==> src/rtl/tomasulo_pkg.sv <==
// Shared Tomasulo definitions: datapath widths, opcodes and the
// reservation-station entry layout used by the RS, FU and CDB arbiter.
package tomasulo_pkg;

    localparam int DATA_W = 16;
    localparam int TAG_W  = 3;
    localparam int INST_W = 16;

    localparam logic [3:0] OP_ADD = 4'b0000;
    localparam logic [3:0] OP_SUB = 4'b0001;
    localparam logic [3:0] OP_MUL = 4'b0100;
    localparam logic [3:0] OP_DIV = 4'b0101;

    typedef struct packed {
        logic              busy;
        logic [INST_W-1:0] inst;
        logic [TAG_W-1:0]  tag;
        logic [DATA_W-1:0] vj;
        logic [DATA_W-1:0] vk;
        logic [TAG_W-1:0]  qj;
        logic [TAG_W-1:0]  qk;
        logic              qj_valid;
        logic              qk_valid;
    } rs_entry_t;

endpackage

==> src/rtl/rs_ready_select.sv <==
// Lowest-index priority picker over the per-entry ready bits.
module rs_ready_select #(
    parameter int DEPTH = 3
) (
    input  logic [DEPTH-1:0]         ready,
    output logic                     found,
    output logic [$clog2(DEPTH)-1:0] index
);

    localparam int IDX_W = $clog2(DEPTH);

    // Scan from the youngest down so the oldest ready entry wins.
    always_comb begin
        found = 1'b0;
        index = '0;
        for (int i = DEPTH - 1; i >= 0; i--) begin
            if (ready[i]) begin
                found = 1'b1;
                index = IDX_W'(i);
            end
        end
    end

endmodule

==> src/rtl/reservation_station.sv <==
// Collapsing-queue reservation station: holds issued instructions until
// both operands are present, snoops the CDB, and dispatches the oldest
// ready entry to a single downstream functional unit.
module reservation_station
    import tomasulo_pkg::*;
#(
    parameter int DEPTH = 3
) (
    input  logic                       clock,
    input  logic                       reset,
    input  logic                       issue_valid,
    output logic                       issue_ready,
    input  logic [INST_W-1:0]          issue_inst,
    input  logic [TAG_W-1:0]           issue_tag,
    input  logic [DATA_W-1:0]          issue_vj,
    input  logic [DATA_W-1:0]          issue_vk,
    input  logic [TAG_W-1:0]           issue_qj,
    input  logic [TAG_W-1:0]           issue_qk,
    input  logic                       issue_qj_valid,
    input  logic                       issue_qk_valid,
    input  logic                       cdb_valid,
    input  logic [TAG_W-1:0]           cdb_tag,
    input  logic [DATA_W-1:0]          cdb_value,
    input  logic                       fu_ready,
    output logic                       dispatch_valid,
    output logic [INST_W-1:0]          dispatch_inst,
    output logic [TAG_W-1:0]           dispatch_tag,
    output logic [DATA_W-1:0]          dispatch_r1,
    output logic [DATA_W-1:0]          dispatch_r2,
    output logic [$clog2(DEPTH+1)-1:0] count
);

    localparam int CNT_W = $clog2(DEPTH + 1);
    localparam int IDX_W = $clog2(DEPTH);

    rs_entry_t        entries     [DEPTH];
    rs_entry_t        entries_nxt [DEPTH];
    rs_entry_t        above       [DEPTH];
    rs_entry_t        incoming;
    logic [DEPTH-1:0] ready;
    logic             found;
    logic [IDX_W-1:0] sel_idx;
    logic             do_issue;
    logic             do_dispatch;
    logic [CNT_W-1:0] wr_idx;

    // A pending operand whose tag is on the CDB takes the broadcast value.
    function automatic rs_entry_t snoop(input rs_entry_t e, input logic cv,
                                        input logic [TAG_W-1:0] ct,
                                        input logic [DATA_W-1:0] cval);
        rs_entry_t r;
        r = e;
        if (cv && r.busy && r.qj_valid && (r.qj == ct)) begin
            r.vj       = cval;
            r.qj_valid = 1'b0;
        end
        if (cv && r.busy && r.qk_valid && (r.qk == ct)) begin
            r.vk       = cval;
            r.qk_valid = 1'b0;
        end
        return r;
    endfunction

    // Ready is judged from registered state only, never from this cycle's CDB.
    always_comb begin
        for (int i = 0; i < DEPTH; i++) begin
            ready[i] = entries[i].busy && !entries[i].qj_valid && !entries[i].qk_valid;
        end
    end

    rs_ready_select #(.DEPTH(DEPTH)) u_select (
        .ready (ready),
        .found (found),
        .index (sel_idx)
    );

    // No lookahead: a full station refuses issue even while dispatching.
    assign issue_ready = (count < CNT_W'(DEPTH));
    assign do_issue    = issue_valid && issue_ready;
    assign do_dispatch = fu_ready && !dispatch_valid && found;
    assign wr_idx      = count - CNT_W'(do_dispatch);

    // New entry from the issue stage, with same-cycle CDB bypass applied.
    always_comb begin
        incoming          = '0;
        incoming.busy     = 1'b1;
        incoming.inst     = issue_inst;
        incoming.tag      = issue_tag;
        incoming.vj       = issue_vj;
        incoming.vk       = issue_vk;
        incoming.qj       = issue_qj;
        incoming.qk       = issue_qk;
        incoming.qj_valid = issue_qj_valid;
        incoming.qk_valid = issue_qk_valid;
        incoming          = snoop(incoming, cdb_valid, cdb_tag, cdb_value);
    end

    // Each slot's upper neighbour; the top slot collapses to empty.
    always_comb begin
        above[DEPTH-1] = '0;
        for (int i = 1; i < DEPTH; i++) begin
            above[i-1] = entries[i];
        end
    end

    // Collapse past the dispatched slot, snoop, then append the new entry.
    always_comb begin
        rs_entry_t e;
        for (int i = 0; i < DEPTH; i++) begin
            e = (do_dispatch && (i >= int'(sel_idx))) ? above[i] : entries[i];
            e = snoop(e, cdb_valid, cdb_tag, cdb_value);
            if (do_issue && (int'(wr_idx) == i)) begin
                e = incoming;
            end
            entries_nxt[i] = e;
        end
    end

    // Entry storage; reset only needs to clear the busy bits.
    always_ff @(posedge clock) begin
        if (reset) begin
            for (int i = 0; i < DEPTH; i++) begin
                entries[i].busy <= 1'b0;
            end
        end else begin
            for (int i = 0; i < DEPTH; i++) begin
                entries[i] <= entries_nxt[i];
            end
        end
    end

    // Occupancy counter.
    always_ff @(posedge clock) begin
        if (reset) begin
            count <= '0;
        end else begin
            count <= count + CNT_W'(do_issue) - CNT_W'(do_dispatch);
        end
    end

    // Registered dispatch port; valid is a single-cycle pulse.
    always_ff @(posedge clock) begin
        if (reset) begin
            dispatch_valid <= 1'b0;
            dispatch_inst  <= '0;
            dispatch_tag   <= '0;
            dispatch_r1    <= '0;
            dispatch_r2    <= '0;
        end else begin
            dispatch_valid <= do_dispatch;
            if (do_dispatch) begin
                dispatch_inst <= entries[sel_idx].inst;
                dispatch_tag  <= entries[sel_idx].tag;
                dispatch_r1   <= entries[sel_idx].vk;
                dispatch_r2   <= entries[sel_idx].vj;
            end
        end
    end

endmodule
==> config.mk <==
export PLATFORM = sky130hd
export DESIGN_NAME = reservation_station
export DESIGN_NICKNAME = d
export VERILOG_FILES = /design/src/rtl/tomasulo_pkg.sv /design/src/rtl/rs_ready_select.sv /design/src/rtl/reservation_station.sv
export SDC_FILE = /design/constraint.sdc
export NUM_CORES = 1
export LEC_CHECK = 0
export BUFFER_PORTS_ARGS = -buffer_cell sky130_fd_sc_hd__buf_2
export CORE_MARGIN = 4
export CORE_UTILIZATION = 55
export DETAILED_ROUTE_END_ITERATION = 10
export PLACE_DENSITY = 0.76
export SLEW_MARGIN = 20
export SYNTH_ARGS = -nofsm -noshare
export SYNTH_HDL_FRONTEND = slang
export SYNTH_SLANG_ARGS = --single-unit
==> constraint.sdc <==
create_clock -name clock -period 7.4 [get_ports clock]
set_input_delay 0.74 -clock clock [delete_from_list [all_inputs] [get_ports clock]]
set_output_delay 0.74 -clock clock [all_outputs]
set_load 0.01 [all_outputs]
==> load_flow_metrics.sql <==
INSERT INTO impl_metrics (metric_group, metric, value, unit) VALUES
('sta', 'layout_min_cycle_time', '3850', 'ps'),
('flow_run', 'max-cap-violations', '0', ''),
('worst_setup_path', 'critical-path-max-stage-delay', '800', 'ps'),
('global_route', 'number_of_antenna_violations_at_the_first_check_in_global_routing', '1', ''),
('worst_setup_path', 'ff2ff_setup_slack', '3550', 'ps'),
('worst_setup_path', 'crit_buf_inv', '0', ''),
('sta', 'final_min_period_over_clock_period', '52.0', '%'),
('sta', 'achievable-frequency', '0.260', 'GHz'),
('worst_setup_path', 'worst_setup_path_end_kind', 'flop', ''),
('run_status', 'run_status', 'complete, no violations', ''),
('floorplanning', 'core_region_area', '0.0219', 'mm²'),
('routing', 'drt.antenna.violating_nets', '0', ''),
('power', 'power_frac_seq', '45.2', '%'),
('sta', 'timing_worst_slew_pin_value', '999', 'ps'),
('worst_setup_path', 'critPathMaxFanout', '16', ''),
('worst_setup_path', 'worstReg2RegStart', 'entries[0][1]', ''),
('synth', 'yosys.area.top_type', 'edfxtp_1', ''),
('sta', 'timing.max_slew.rel_slack', '33.3', '%'),
('synth', 'synthDominantCellAreaShare', '43.4', '%'),
('sta', 'report.final.setup_viol', '0', ''),
('clocking', 'clock_insertion_delay_worst_skew', '540', 'ps'),
('worst_setup_path', 'cpLargestDelayFamily', 'simple AND/OR/NAND/NOR gates', ''),
('global_route', 'grt_start_max_net_pins', '80', ''),
('min_path', 'holdCritStartpoint', 'dispatch_tag[0]', ''),
('routing', 'drt-total-wl', '33900', 'µm'),
('synth', 'post-synth-top-count-cell', 'nor2_1', ''),
('min_path', 'tightest_hold_check_type', 'flop to flop', ''),
('floorplanning', 'die-area', '0.0247', 'mm²'),
('sta', 'setup_total_negative_slack', '0', 'ps'),
('clocking', 'cts.repair.resized', '0', ''),
('sta', 'final.setup_skew', '22.3', 'ps'),
('routing', 'detail_route.iter0.violations', '846', ''),
('cells_and_area', 'num-nets-final', '1389', ''),
('clocking', 'post-cts-setup-buffers', '0', ''),
('floorplanning', 'num_io_pins', '138', ''),
('clocking', 'cts.hold.buffers_added', '0', ''),
('place', 'numPortBuffers', '137', ''),
('floorplanning', 'die_height', '157', 'µm'),
('sta', 'rsz0062_at_grt', 'no', ''),
('clocking', 'tritoncts', 'yes', ''),
('synth', 'synth_enable_flop_cells', '177', ''),
('cells_and_area', 'core_utilization_of_the_finished_layout', '63.6', '%'),
('synth', 'syn_avg_cell_area', '10.0', 'µm²'),
('synth', 'synthesized_net_count', '1311', ''),
('worst_setup_path', 'cpMaxStageDelayCell', 'nor3_2', ''),
('clocking', 'clockRootBuffer', 'clkbuf_16', ''),
('synth', 'synth.lib_cells_used.distinct', '62', ''),
('cells_and_area', 'antenna_cells', '0', ''),
('power', 'cellLeakagePower', '5.62', 'nW'),
('power', 'total_internal_power', '2.61', 'mW'),
('global_route', 'grt.overflow.total', '0', ''),
('routing', 'post_drt_wl_per_cell', '21.1', 'µm'),
('floorplanning', 'floorplan.initialDensity', '56.0', '%'),
('synth', 'synth.ff_latch_count', '234', ''),
('synth', 'yosys-top-cells-count', '192 x nor2_1, 177 x edfxtp_1, 145 x nand2_1', ''),
('place', 'gp_congestion', '0.866', ''),
('worst_setup_path', 'startpoint', 'entries[0][1]', ''),
('cells_and_area', 'area_growth_syn_to_layout', '13.7', '%'),
('floorplanning', 'floorplan.die.width', '157', 'µm'),
('place', 'dp_wirelength', '21700', 'µm'),
('worst_setup_path', 'critPathKind', 'flop to flop', ''),
('routing', 'first_pass_iters', '6', ''),
('power', 'power_per_cell_area', '270', 'mW/mm²'),
('clocking', 'path_clk_slew', '60', 'ps'),
('worst_setup_path', 'crit_chain', 'or3b_1 -> a21boi_2 -> a32oi_1 -> nor3_2 -> and3_1 -> o31a_1', ''),
('synth', 'ranking_of_synthesized_cells_by_area', 'edfxtp_1 43%, dfxtp_1 9.3%, mux2i_1 7.0%, nor2_1 5.9%, a21oi_1 4.5%', ''),
('power', 'power.combinational.fraction', '21.4', '%'),
('routing', 'vias_per_cell', '6.30', ''),
('routing', 'post-route-drc-count', '0', ''),
('clocking', 'cts_buffer_depth', '3', ''),
('power', 'power.switching_fraction', '30.5', '%');
## cell usage in the layout, fill, tap and decap left out, types with 5 or more instances in the layout
cell and instances:
xor2_1 11, a31oi_1 17, a21oi_1 107, nand4_1 18, a311oi_1 7, edfxtp_1 177
dfxtp_1 57, nand3_1 16, nand2_1 144, a211o_1 12, buf_2 136, a211oi_1 56
clkbuf_8 5, buf_4 28, o2bb2ai_1 17, a221o_1 35, and3_1 23, nor3_1 5
nor2b_1 6, clkbuf_16 26, nor2_1 189, xnor2_1 8, clkbuf_1 10, inv_1 12
a22oi_1 19, mux2i_1 86, o21ai_0 9, o221ai_1 17
## tightest hold or removal path: stages, from the launching register on
cell and delay, ps:
dfxtp_1 320, a21oi_1 60, nor2_1 70
## sequential cells by signal, indices dropped and copies added, names as in the netlist
register,cells
dispatch_r2,16
dispatch_valid,1
entries,180
dispatch_r1,16
count,2
dispatch_inst,16
dispatch_tag,3
## cell families (layout without fill, tap and decap cells)
logic type | Yosys count | count (layout) | synth area share (%)
AO/OA/AOI/OAI | 326 | 326 | 19.0
XOR/XNOR | 19 | 19 | 1.36
adder cells (fa/ha/maj) | 3 | 3 | 0.306
buffers and inverters | 128 | 225 | 4.31
flip-flops | 234 | 234 | 52.7
multiplexers | 87 | 87 | 7.11
AND/OR/NAND/NOR | 428 | 428 | 15.2
## layout make-up
class | count | area (µm²) | share of cell area [%]
Sequential cell | 234 | 6460 | 46.3
Multi-Input combinational cell | 863 | 5350 | 38.4
Timing Repair Buffer | 165 | 906 | 6.50
Clock buffer | 41 | 757 | 5.43
Tap cell | 280 | 350 | 2.51
Clock inverter | 6 | 65.1 | 0.467
Inverter | 13 | 48.8 | 0.350
## per-layer routing
metal	vias up	part of all wire [%]	global-route usage, %
li1	4715	-	-
met1	4813	40	35.4
met2	494	48	46.2
met3	74	9.3	4.21
met4	2	2.8	8.81
met5	-	0.038	0
## through the flow
stage	cells	setup WS, ps	power [mW]	instance area (µm²)	hold WS, ps
2_1_floorplan	1225	3190	2.24	12300	502
3_5_place_dp	1555	3070	2.52	13100	472
6_report	1602	3550	3.76	13900	483
4_1_cts	1602	3310	3.76	13900	488
5_1_grt	1602	3360	3.92	13900	521
3_3_place_gp	1554	3210	2.49	13100	462
## power groups by stage
| stage | registers, mW | clock network [mW] | logic [mW] |
|---|---|---|---|
| floorplan | 1.72 | 0 | 0.529 |
| global placement | 1.72 | 0 | 0.768 |
| detailed placement | 1.73 | 0 | 0.794 |
| CTS | 1.70 | 1.26 | 0.800 |
| global route | 1.72 | 1.32 | 0.885 |
| finish | 1.70 | 1.25 | 0.804 |
## path summary, 6_finish.rpt
| kind | to | depth (start not counted) |
|---|---|---|
| worst min register to register | dispatch_tag[0] | 2 |
| worst max-delay path | entries[1][22] | 6 |
| worst max register to register | entries[1][22] | 6 |
| worst min-delay path | dispatch_tag[0] | 2 |
Note: power is estimated with default switching activity, not from simulation.
